File: src/rtl/lut_layer_pkg.sv
// Shared types and helpers for the LUT neuron layer.
package lut_layer_pkg;

    typedef enum logic [1:0] {
        ST_LOAD  = 2'd0,
        ST_RUN   = 2'd1,
        ST_DRAIN = 2'd2
    } state_e;

    // Neuron select width; never narrower than one bit.
    function automatic int unsigned NEURON_IDX_W(input int unsigned num_neurons);
        return (num_neurons > 1) ? $clog2(num_neurons) : 1;
    endfunction

endpackage

File: src/rtl/lut_table_ram.sv
// One neuron's truth table: synchronous write, asynchronous read (distributed RAM).
module lut_table_ram #(
    parameter int unsigned ADDR_W = 6,
    parameter int unsigned OUT_W  = 1
) (
    input  logic              clk,
    input  logic              we,
    input  logic [ADDR_W-1:0] waddr,
    input  logic [OUT_W-1:0]  wdata,
    input  logic [ADDR_W-1:0] raddr,
    output logic [OUT_W-1:0]  rdata
);

    localparam int unsigned DEPTH = 2 ** ADDR_W;

    // Contents are deliberately not reset so tables survive a layer reset.
    logic [OUT_W-1:0] mem_q [DEPTH];

    always_ff @(posedge clk) begin
        if (we) begin
            mem_q[waddr] <= wdata;
        end
    end

    assign rdata = mem_q[raddr];

endmodule

File: src/rtl/lut_neuron_layer.sv
// Pipelined layer of run-time loadable truth-table neurons with a LOAD/RUN/DRAIN
// controller and valid/ready handshakes on both sides.
module lut_neuron_layer
    import lut_layer_pkg::*;
#(
    parameter int unsigned NUM_NEURONS = 8,
    parameter int unsigned ADDR_W      = 6,
    parameter int unsigned OUT_W       = 1
) (
    input  logic                                clk,
    input  logic                                rst,
    input  logic                                in_valid,
    output logic                                in_ready,
    input  logic [NUM_NEURONS*ADDR_W-1:0]       in_data,
    output logic                                out_valid,
    input  logic                                out_ready,
    output logic [NUM_NEURONS*OUT_W-1:0]        out_data,
    input  logic                                cfg_we,
    input  logic [NEURON_IDX_W(NUM_NEURONS)-1:0] cfg_neuron,
    input  logic [ADDR_W-1:0]                   cfg_addr,
    input  logic [OUT_W-1:0]                    cfg_data,
    input  logic                                cfg_done,
    input  logic                                cfg_reload,
    output logic                                loaded
);

    localparam int unsigned IDX_W = NEURON_IDX_W(NUM_NEURONS);
    localparam int unsigned IN_W  = NUM_NEURONS * ADDR_W;
    localparam int unsigned RES_W = NUM_NEURONS * OUT_W;

    state_e           state_q, state_d;
    logic             s1_valid_q, s1_valid_d;
    logic [IN_W-1:0]  s1_addr_q, s1_addr_d;
    logic             s2_valid_q, s2_valid_d;
    logic [RES_W-1:0] s2_data_q, s2_data_d;
    logic             loaded_q, loaded_d;

    logic [RES_W-1:0] lookup_c;
    logic             s2_free_c;
    logic             s1_adv_c;
    logic             in_fire_c;
    logic             cfg_ok_c;

    // Handshake: a stage may load when empty or when it empties this cycle.
    always_comb begin
        s2_free_c = !s2_valid_q || out_ready;
        s1_adv_c  = s1_valid_q && s2_free_c;
        in_ready  = (state_q == ST_RUN) && (!s1_valid_q || s1_adv_c);
        in_fire_c = in_valid && in_ready;
        cfg_ok_c  = (state_q == ST_LOAD) && cfg_we
                    && ({1'b0, cfg_neuron} < (IDX_W + 1)'(NUM_NEURONS));
    end

    always_comb begin
        state_d = state_q;
        unique case (state_q)
            ST_LOAD:  if (cfg_done)   state_d = ST_RUN;
            ST_RUN:   if (cfg_reload) state_d = ST_DRAIN;
            ST_DRAIN: if (!s1_valid_q && !s2_valid_q) state_d = ST_LOAD;
            default:  state_d = ST_LOAD;
        endcase
        loaded_d = (state_d == ST_RUN);
    end

    always_comb begin
        s1_valid_d = s1_valid_q;
        s1_addr_d  = s1_addr_q;
        s2_valid_d = s2_valid_q;
        s2_data_d  = s2_data_q;
        if (in_fire_c) begin
            s1_valid_d = 1'b1;
            s1_addr_d  = in_data;
        end else if (s1_adv_c) begin
            s1_valid_d = 1'b0;
        end
        if (s1_adv_c) begin
            s2_valid_d = 1'b1;
            s2_data_d  = lookup_c;
        end else if (out_ready) begin
            s2_valid_d = 1'b0;
        end
    end

    always_ff @(posedge clk) begin
        if (rst) begin
            state_q    <= ST_LOAD;
            s1_valid_q <= 1'b0;
            s1_addr_q  <= '0;
            s2_valid_q <= 1'b0;
            s2_data_q  <= '0;
            loaded_q   <= 1'b0;
        end else begin
            state_q    <= state_d;
            s1_valid_q <= s1_valid_d;
            s1_addr_q  <= s1_addr_d;
            s2_valid_q <= s2_valid_d;
            s2_data_q  <= s2_data_d;
            loaded_q   <= loaded_d;
        end
    end

    for (genvar n = 0; n < NUM_NEURONS; n++) begin : g_neuron
        logic we_c;
        assign we_c = cfg_ok_c && (cfg_neuron == IDX_W'(n));

        lut_table_ram #(
            .ADDR_W (ADDR_W),
            .OUT_W  (OUT_W)
        ) u_ram (
            .clk   (clk),
            .we    (we_c),
            .waddr (cfg_addr),
            .wdata (cfg_data),
            .raddr (s1_addr_q[n*ADDR_W +: ADDR_W]),
            .rdata (lookup_c[n*OUT_W +: OUT_W])
        );
    end

    assign out_valid = s2_valid_q;
    assign out_data  = s2_data_q;
    assign loaded    = loaded_q;

endmodule
File: config.mk
export PLATFORM = sky130hd
export DESIGN_NAME = lut_neuron_layer
export DESIGN_NICKNAME = d
export VERILOG_FILES = /design/src/rtl/lut_layer_pkg.sv /design/src/rtl/lut_table_ram.sv /design/src/rtl/lut_neuron_layer.sv
export SDC_FILE = /design/constraint.sdc
export NUM_CORES = 1
export LEC_CHECK = 0
export CAP_MARGIN = 20
export CORE_MARGIN = 2
export CORE_UTILIZATION = 40
export DETAILED_ROUTE_END_ITERATION = 12
export PLACE_DENSITY_LB_ADDON = 0.15
export SLEW_MARGIN = 20
export SYNTH_ARGS = -nofsm -noshare
export SYNTH_HDL_FRONTEND = slang
export SYNTH_SLANG_ARGS = --single-unit
File: constraint.sdc
create_clock -name clk -period 2.3 [get_ports clk]
set_input_delay 0.46 -clock clk [delete_from_list [all_inputs] [get_ports clk]]
set_output_delay 0.46 -clock clk [all_outputs]
set_load 0.03 [all_outputs]
Word level (Yosys, flattened, before mapping)
Memories as Yosys holds them, arrays and structs flattened. A register that Yosys moved wholly into a read port is not among the register bits.
Index checks and enable logic that the tools add are counted.
{ "classes": {"eq_ne": 10, "reduce_logical": 21, "n_mux": 24} }
{ "op_table": {"columns": ["cell", "count"], "rows": [
  ["$mux W1", 20],
  ["$logic_and A1 B1 Y1", 13],
  ["$eq A3 B3 Y1 const B", 4],
  ["$eq A3 B2 Y1 const B", 2],
  ["$mux W2", 3],
  ["$pmux W2 S3", 1],
  ["$eq A2 B1 Y1 const B", 2],
  ["$reduce_bool A2 Y1", 2],
  ["$eq A3 B1 Y1 const B", 1],
  ["$logic_not A3 Y1", 1],
  ["$eq A2 B2 Y1 const B", 1],
  ["$logic_not A1 Y1", 2],
  ["$logic_not A2 Y1", 1],
  ["$logic_or A1 B1 Y1", 2]
]} }
{ "totals": {"ram_bits": 512, "elab_cells": 68, "inputBits": 65, "regBits": 53, "n_memories": 8, "out_inout_bits": 11} }
{ "mem_list": {"columns": ["memory", "words", "width", "rd", "rd_clocked_by_memory_dff", "write_ports", "line_no", "source"], "rows": [
  ["g_neuron[0].u_ram.mem_q", 64, 1, 1, 1, 1, "lut_table_ram.sv:17", "logic [OUT_W-1:0] mem_q [DEPTH];"],
  ["g_neuron[1].u_ram.mem_q", 64, 1, 1, 1, 1, "lut_table_ram.sv:17", null],
  ["g_neuron[2].u_ram.mem_q", 64, 1, 1, 1, 1, "lut_table_ram.sv:17", null],
  ["g_neuron[3].u_ram.mem_q", 64, 1, 1, 1, 1, "lut_table_ram.sv:17", null],
  ["g_neuron[4].u_ram.mem_q", 64, 1, 1, 1, 1, "lut_table_ram.sv:17", null],
  ["g_neuron[5].u_ram.mem_q", 64, 1, 1, 1, 1, "lut_table_ram.sv:17", null],
  ["2 more memories", null, null, null, null, null, null, null]
]} }

Logic depth before layout (Yosys ltp)
Gate-level depths: netlist (run 1).
{ "depth": {"depth_word": 7, "ltp_mapped": 8, "mapped_depth_nobuf": 6} }

Hierarchy
From an unflattened synthesis (run 1), not the netlist that was laid out.
{ "hier_totals": {"hier_cells": 1905, "area_unflattened_um2": 25878.6} }
{ "by_module_without_submodules": {"columns": ["module", "cells_per_inst", "n_inst", "area_per_inst_um2", "seq_area_each_um2"], "rows": [
  ["lut_table_ram", 203, 8, 2894.0, 1921.8],
  ["lut_neuron_layer", 281, 1, 2726.4, 1221.2]
]} }

Worst setup path before layout (run 1)
OpenSTA, ideal clock, no wires.
{ "synth_path": {"kind": "register to register", "start": "reg s2_valid_q, in the netlist out_valid", "end": "reg s1_addr_q[0]", "path_buffers": 2, "setup_time_ns": 0.132, "arrival_time_ns": 1.709, "required_time_ns": 2.168, "period_less_slack_ns": 1.841, "path_stages_with_launch": 9, "slack_ns": 0.459, "cell_sequence": "dfxtp_1 -> nor2b_1 -> nand2_1 -> and3b_1 -> and2_1 -> buf_4 -> buf_4 -> nand2_1 -> a21oi_1"} }
{ "synth_between": {"elab_chain_cells": 6} }
{ "synth_rtl": {"columns": ["item", "line_no", "source"], "rows": [
  ["from (decl)", "lut_neuron_layer.sv:34", "logic s2_valid_q, s2_valid_d;"],
  ["from (signal assigned)", "lut_neuron_layer.sv:96", "s2_valid_q <= s2_valid_d;"],
  ["$logic_not A1 Y1", "lut_neuron_layer.sv:46", "s2_free_c = !s2_valid_q || out_ready;"],
  ["$logic_or A1 B1 Y1", "lut_neuron_layer.sv:46", null],
  ["$logic_and A1 B1 Y1", "lut_neuron_layer.sv:47", "s1_adv_c = s1_valid_q && s2_free_c;"],
  ["$logic_or A1 B1 Y1", "lut_neuron_layer.sv:48", "in_ready = (state_q == ST_RUN) && (!s1_valid_q || s1_adv_c);"],
  ["$logic_and A1 B1 Y1", "lut_neuron_layer.sv:48", null],
  ["net in_ready", "lut_neuron_layer.sv:13", "output logic in_ready,"],
  ["$logic_and A1 B1 Y1", "lut_neuron_layer.sv:49", "in_fire_c = in_valid && in_ready;"],
  ["to (signal assigned)", "lut_neuron_layer.sv:95", "s1_addr_q <= s1_addr_d;"],
  ["to (decl)", "lut_neuron_layer.sv:33", "logic [IN_W-1:0] s1_addr_q, s1_addr_d;"]
]} }
The timed path passes the listed nets, and every way through them passes these cells.
A chain may end at the register's enable or synchronous reset.

==> results of run 1 <==
==> worst max-delay path, stage by stage, from the launching register on <==
cell      delay (ns)
dfxtp_1         0.73
mux4_1          0.69
a211oi_2        0.23
a21oi_1         0.16
nand4b_1        0.20
nand3_1         0.08
==> per-stage QoR <==
stage / TNS [ns] / instances / setup slack, ns / cell area (um2)
3_5_place_dp: -0.3339 / 2970 / -0.02281 / 28630
2_1_floorplan: 0 / 1960 / 0.4585 / 25210
6_report: 0 / 3085 / 0.07586 / 30640
4_1_cts: 0 / 3085 / 0.01500 / 30630
5_1_grt: 0 / 3085 / 0.006571 / 30640
3_3_place_gp: -0.001475 / 2970 / -0.001475 / 28630
==> cell families (layout without fill, tap and decap cells) <==
family                 count (synthesis)  count (layout)
AND/OR/NAND/NOR                      872             872
multiplexers                         208             208
AO/OA/AOI/OAI                        173             173
flip-flops                           573             573
buffers and inverters                134             413
==> flip-flops by register name, indices dropped and copies added, names as in the netlist <==
name / cells
out_data: 8
loaded: 1
s1_addr_q: 48
g_neuron.u_ram.mem_q: 512
state_q: 2
s1_valid_q: 1
out_valid: 1
==> per-layer routing <==
metal  vias up  global-route usage  share of wire  routed length [um]
li1       7600                   -              -                   -
met1      8521              0.3276           0.43               32760
met2       532              0.3700           0.46               35100
met3       122             0.04139          0.070                5308
met4         0             0.07285          0.031                2371
met5         -                   0              0                   0
==> area by class of cell <==
cell class	instances	area (um2)	area share
multi-input combinational	1253	7829	0.2555
sequential	573	16600	0.5418
clock buffer	80	1629	0.05317
timing repair buffer	298	3147	0.1027
tap	846	1059	0.03455
clock inverter	35	374.1	0.01221
==> synthesized netlist by cell type, drive strengths merged <==
| library cell | count | area share |
|---|---|---|
| dfxtp | 61 | 0.048 |
| a31oi | 8 | 0.0020 |
| nand4 | 8 | 0.0020 |
| nand4b | 24 | 0.0083 |
| nand2 | 188 | 0.028 |
| nor4b | 1 | 0.00094 |
| mux4 | 56 | 0.054 |
| nor4bb | 1 | 0.00040 |
| and3 | 10 | 0.0025 |
| and3b | 5 | 0.0017 |
| o21ai | 16 | 0.0032 |
| and2 | 2 | 0.00050 |
| nor3 | 2 | 0.00079 |
| nand2b | 1 | 0.00025 |
| o31ai | 8 | 0.0024 |
| nor2 | 538 | 0.080 |
| a211oi | 16 | 0.0064 |
| mux2i | 152 | 0.060 |
| edfxtp | 512 | 0.61 |
| clkbuf | 66 | 0.0098 |
| a22oi | 40 | 0.012 |
| a2111oi | 10 | 0.0035 |
| nor3b | 6 | 0.0030 |
| nor2b | 36 | 0.011 |
| buf | 68 | 0.022 |
| o2111ai | 8 | 0.0028 |
| nand3 | 50 | 0.010 |
| a21oi | 67 | 0.013 |
==> worst paths after layout <==
check | to | slack [ns] | cells after the start
worst max-delay path | out_data[4] | 0.08 | 5
worst min-delay path | g_neuron[2].u_ram.mem_q[39] | 0.26 | 1
worst max register to register | out_data[4] | 0.08 | 5
worst min register to register | s1_addr_q[4] | 0.49 | 2
==> power groups by stage <==
stage               Sequential (uW)  Combinational (uW)  Clock (uW)
finish                        11500                1350        9970
global route                  11500                1440       10500
CTS                           11500                1350       10200
detailed placement            11700                1340           0
global placement              11700                1330           0
floorplan                     11600                 647           0
==> timing repair <==
| item | in CTS | in global routing |
|---|---|---|
| pin swaps | 0 | 0 |
| hold buffers | 0 | 0 |
| endpoints found under the setup margin | 3 | 1 |
| endpoints found under the hold margin | 0 | 0 |
| gates resized for setup | 3 | 2 |
==> impl_metrics.env, run 1 <==
export IMPL_holdCritStartpoint="cfg_data"
export IMPL_p_seq_frac=0.503
export IMPL_initialDrtViolationCount=1594
export IMPL_cts_sinks=573
export IMPL_wl_per_cell_um=24.49
export IMPL_h_tree_depth=2
export IMPL_synth_area_per_cell_um2=12.86
export IMPL_p_clk_frac=0.437
export IMPL_switchingPower_uw=5016
export IMPL_p_leak_uw=0.009454
export IMPL_skew_ns=0.02325
export IMPL_synth_fa_ha_area_frac=0
export IMPL_die_w_um=255.0
export IMPL_grt_max_degree=108
export IMPL_via_per_inst=5.438
export IMPL_synth_compound_area_frac=0.04536
export IMPL_synth_seq_cells=573
export IMPL_fp_dieH_um=255.0
export IMPL_final_nets=2252
export IMPL_clk_pin_slew_ns=0.06
export IMPL_wl_um=75540
export IMPL_slew_headroom=0.4899
export IMPL_cts_tree="yes"
export IMPL_cts_root_buffer="clkbuf_16"
export IMPL_worst_pin_slew_ns=0.7652
export IMPL_cts_made_buffers=61
export IMPL_initial_core_util=0.4018
export IMPL_r2r_start="s1_addr_q[24]"
export IMPL_post_dp_hpwl_um=51860
export IMPL_cap_violations=0
export IMPL_grt_overflow=0
export IMPL_p_total_uw=22790
export IMPL_antenna_left=0
export IMPL_drc=0
export IMPL_final_cell_mix="nor2_1, edfxtp_1, nand2_1"
export IMPL_ys_seq_area_frac=0.6583
export IMPL_swShare=0.2201
export IMPL_drive_above_1_share=0.1706
export IMPL_cp_end_kind="flop"
export IMPL_fillCellCount=5523
export IMPL_dieArea_um2=65050
export IMPL_drt_pass1_iter_count=5
export IMPL_layout_commonest_cell="nor2_1"
export IMPL_routabilityCongestion=0.8740
export IMPL_worstHoldPathType="input port to flop"
export IMPL_start_kind="flop"
export IMPL_finalCriticalPeriod_ns=2.224
export IMPL_critPathLaunch="s1_addr_q[24]"
export IMPL_io_buffers=75
export IMPL_fp_coreArea_um2=62740
export IMPL_clock_path_buffers=3
export IMPL_synth_xor_area_frac=0
export IMPL_timing_hold_ws_ns=0.2630
export IMPL_grt_pass1_vias=16480
export IMPL_cts_setup_buffers=0
export IMPL_io_pins=76
export IMPL_area_delta_synth_final_pct=21.53
export IMPL_num_vias=16780
export IMPL_antennaDiodeCount=0
export IMPL_pwr_share_comb=0.059
export IMPL_min_period_over_period=0.9670
export IMPL_clk_latency_ns=0.63
export IMPL_setup_viol=0
export IMPL_ys_types=37
export IMPL_slew_violations=0
export IMPL_irDropWorstVdd_v=0.0005652
export IMPL_p_per_area_nw_per_um2=743.9
export IMPL_internal_power_uw=17780
export IMPL_crit_path_max_fanout=7
export IMPL_finish_utilization=0.4884
export IMPL_synth_mux_area_frac=0.1140
export IMPL_antenna_found_initial=1
export IMPL_synth_warnings=0
export IMPL_cp_required_ns=2.79
export IMPL_rsz0062_at_grt="no"
export IMPL_status="finished, final reports clean"
export IMPL_synth_top_family_by_area="simple AND/OR/NAND/NOR gates"
export IMPL_synth_nets=2025
export IMPL_grt_usage=0.2333
export IMPL_critical_path_class="flop to flop"
export IMPL_synthCells=1960
export IMPL_report_final_hold_viol_count=0
export IMPL_arrival_ns=2.72
export IMPL_yosys_area_share_simple=0.1500
export IMPL_std_cell_rows=92
export IMPL_mappedNetlistArea_um2=25210
export IMPL_fmax_mhz=449.6
export IMPL_grt_pass1_wl_um=108600
No activity file was read; power rests on OpenSTA's default activity.
==> run 2: changes to the inputs <==
CORE_ASPECT_RATIO = 0.5   (was unset)
==> impl_metrics.env, run 2 (synthesis gave the netlist of run 1 again) <==
export IMPL_status="finished, final reports clean"
export IMPL_num_vias=17120
export IMPL_fp_coreArea_um2=61740
export IMPL_slew_violations=0
export IMPL_area_delta_synth_final_pct=20.69
export IMPL_grt_overflow=0
export IMPL_drc=0
export IMPL_worstHoldPathType="input port to flop"
export IMPL_cts_setup_buffers=0
export IMPL_fin_area_um2=30430
export IMPL_drive_above_1_share=0.1764
export IMPL_clk_latency_ns=0.61
export IMPL_wl_um=76730
export IMPL_skew_ns=0.02618
export IMPL_initial_core_util=0.4083
export IMPL_initialDrtViolationCount=1991
export IMPL_crit_path_top_delay_cell="dfxtp_1"
export IMPL_critPathBufInv=0
export IMPL_cts_hold_buffers_added=0
export IMPL_h_tree_depth=2
export IMPL_cts_root_buffer="clkbuf_16"
export IMPL_clock_path_buffers=3
export IMPL_std_cell_rows=64
export IMPL_cp_slowest_stage_delay_ns=0.74
export IMPL_top_register="g_neuron.u_ram.mem_q"
export IMPL_fp_dieH_um=181.5
export IMPL_fillCellCount=5478
export IMPL_drt_pass1_iter_count=7
export IMPL_worst_path_stages=5
export IMPL_arrival_ns=2.70
export IMPL_cp_required_ns=2.79
export IMPL_cts_tree="yes"
export IMPL_report_final_hold_viol_count=0
export IMPL_final_cells=3070
export IMPL_clk_pin_slew_ns=0.07
export IMPL_io_buffers=75
export IMPL_reg2reg_depth=5
export IMPL_cap_violations=0
export IMPL_dp_cells=2974
export IMPL_dieArea_um2=65170
export IMPL_worst_pin_slew_ns=0.9937
export IMPL_p_leak_uw=0.009360
export IMPL_setup_viol=0
export IMPL_placed_area_um2=28680
export IMPL_p_per_area_nw_per_um2=722.2
export IMPL_cp_end_kind="flop"
export IMPL_slew_headroom=0.3376
export IMPL_layout_commonest_cell="nor2_1"
export IMPL_final_nets=2269
export IMPL_die_w_um=359.0
export IMPL_critical_path_class="flop to flop"
export IMPL_finalCriticalPeriod_ns=2.214
export IMPL_routabilityCongestion=0.8567
export IMPL_multi_input_area_um2=7825
export IMPL_final_cell_mix="nor2_1, edfxtp_1, buf_4"
export IMPL_fmax_mhz=451.6
export IMPL_largest_reg_flops=512
export IMPL_antenna_left=0
export IMPL_register_area_um2=16600
export IMPL_crit_path_max_fanout=7
export IMPL_cts_made_buffers=53
export IMPL_post_dp_hpwl_um=52620
export IMPL_antennaDiodeCount=0
export IMPL_crit_family="flip-flops"
export IMPL_start_kind="flop"
export IMPL_min_period_over_period=0.9628
export IMPL_cts_sinks=573
export IMPL_antenna_found_initial=3
export IMPL_grt_max_degree=82
export IMPL_holdPathStages=1
export IMPL_rsz0062_at_grt="no"
export IMPL_grt_pass1_wl_um=110900
export IMPL_grt_pass1_vias=16320
export IMPL_wl_per_cell_um=24.99
export IMPL_finish_utilization=0.4928
export IMPL_via_per_inst=5.575
export IMPL_io_pins=76
export IMPL_path_cells="mux4_1 > a211oi_2 > a21oi_1 > nand4b_1 > nand3_1"
export IMPL_irDropWorstVdd_v=0.0005554
export IMPL_grt_usage=0.2339
-- run 2: changes by cell type in the layout (fill, tap and decap cells not counted), moves of 2 or more --
| cell | previous run | this run |
|---|---|---|
| buf_4 | 166 | 200 |
| clkbuf_16 | 62 | 54 |
| clkbuf_8 | 1 | 5 |
| clkbuf_1 | 17 | 13 |
| bufinv_16 | 8 | 6 |
| dfxtp_2 | 0 | 2 |
| buf_12 | 58 | 49 |
| clkinv_1 | 13 | 8 |
| clkinv_2 | 12 | 7 |
-- run 2: repair_timing --
action,in CTS,in global routing
resized for setup,0,3
hold endpoints to repair,0,0
setup endpoints to repair,0,3
-- run 2: final timing paths --
kind / startpoint / to / slack, ns
worst min register to register: s1_addr_q[36] / s1_addr_q[36] / 0.50
worst min-delay path: cfg_data / g_neuron[1].u_ram.mem_q[20] / 0.33
worst max register to register: s1_addr_q[12] / out_data[2] / 0.09
worst max-delay path: s1_addr_q[12] / out_data[2] / 0.09
-- run 2: power by group --
group / internal (uW) / leakage (uW) / switching [uW]
registers: 11400 / 0.00510 / 105
logic: 570 / 0.00341 / 824
clock network: 5140 / 0.000853 / 3970
-- run 2: area by class of cell --
cell class / instances / area share
Sequential cell: 573 / 0.5455
Multi-Input combinational cell: 1253 / 0.2572
Timing Repair Buffer: 323 / 0.1059
Clock buffer: 72 / 0.04828
Tap cell: 825 / 0.03393
Clock inverter: 24 / 0.009129
-- run 2: routing by layer --
layer	global-route usage	share of wire
met5	0	0.00017
met3	0.04183	0.081
met1	0.3612	0.47
met2	0.3481	0.43
met4	0.03848	0.013
-- run 2: stage by stage --
step	total power [uW]	hold WS [ns]	setup slack [ns]	TNS, ns
CTS	22110	0.3417	0.06489	0
floorplan	12280	0.4582	0.4585	0
global placement	13060	0.4795	-0.2177	-15.56
finish	21970	0.3327	0.08560	0
global route	22580	0.3411	0.02999	0
detailed placement	13070	0.4905	-0.2136	-20.92
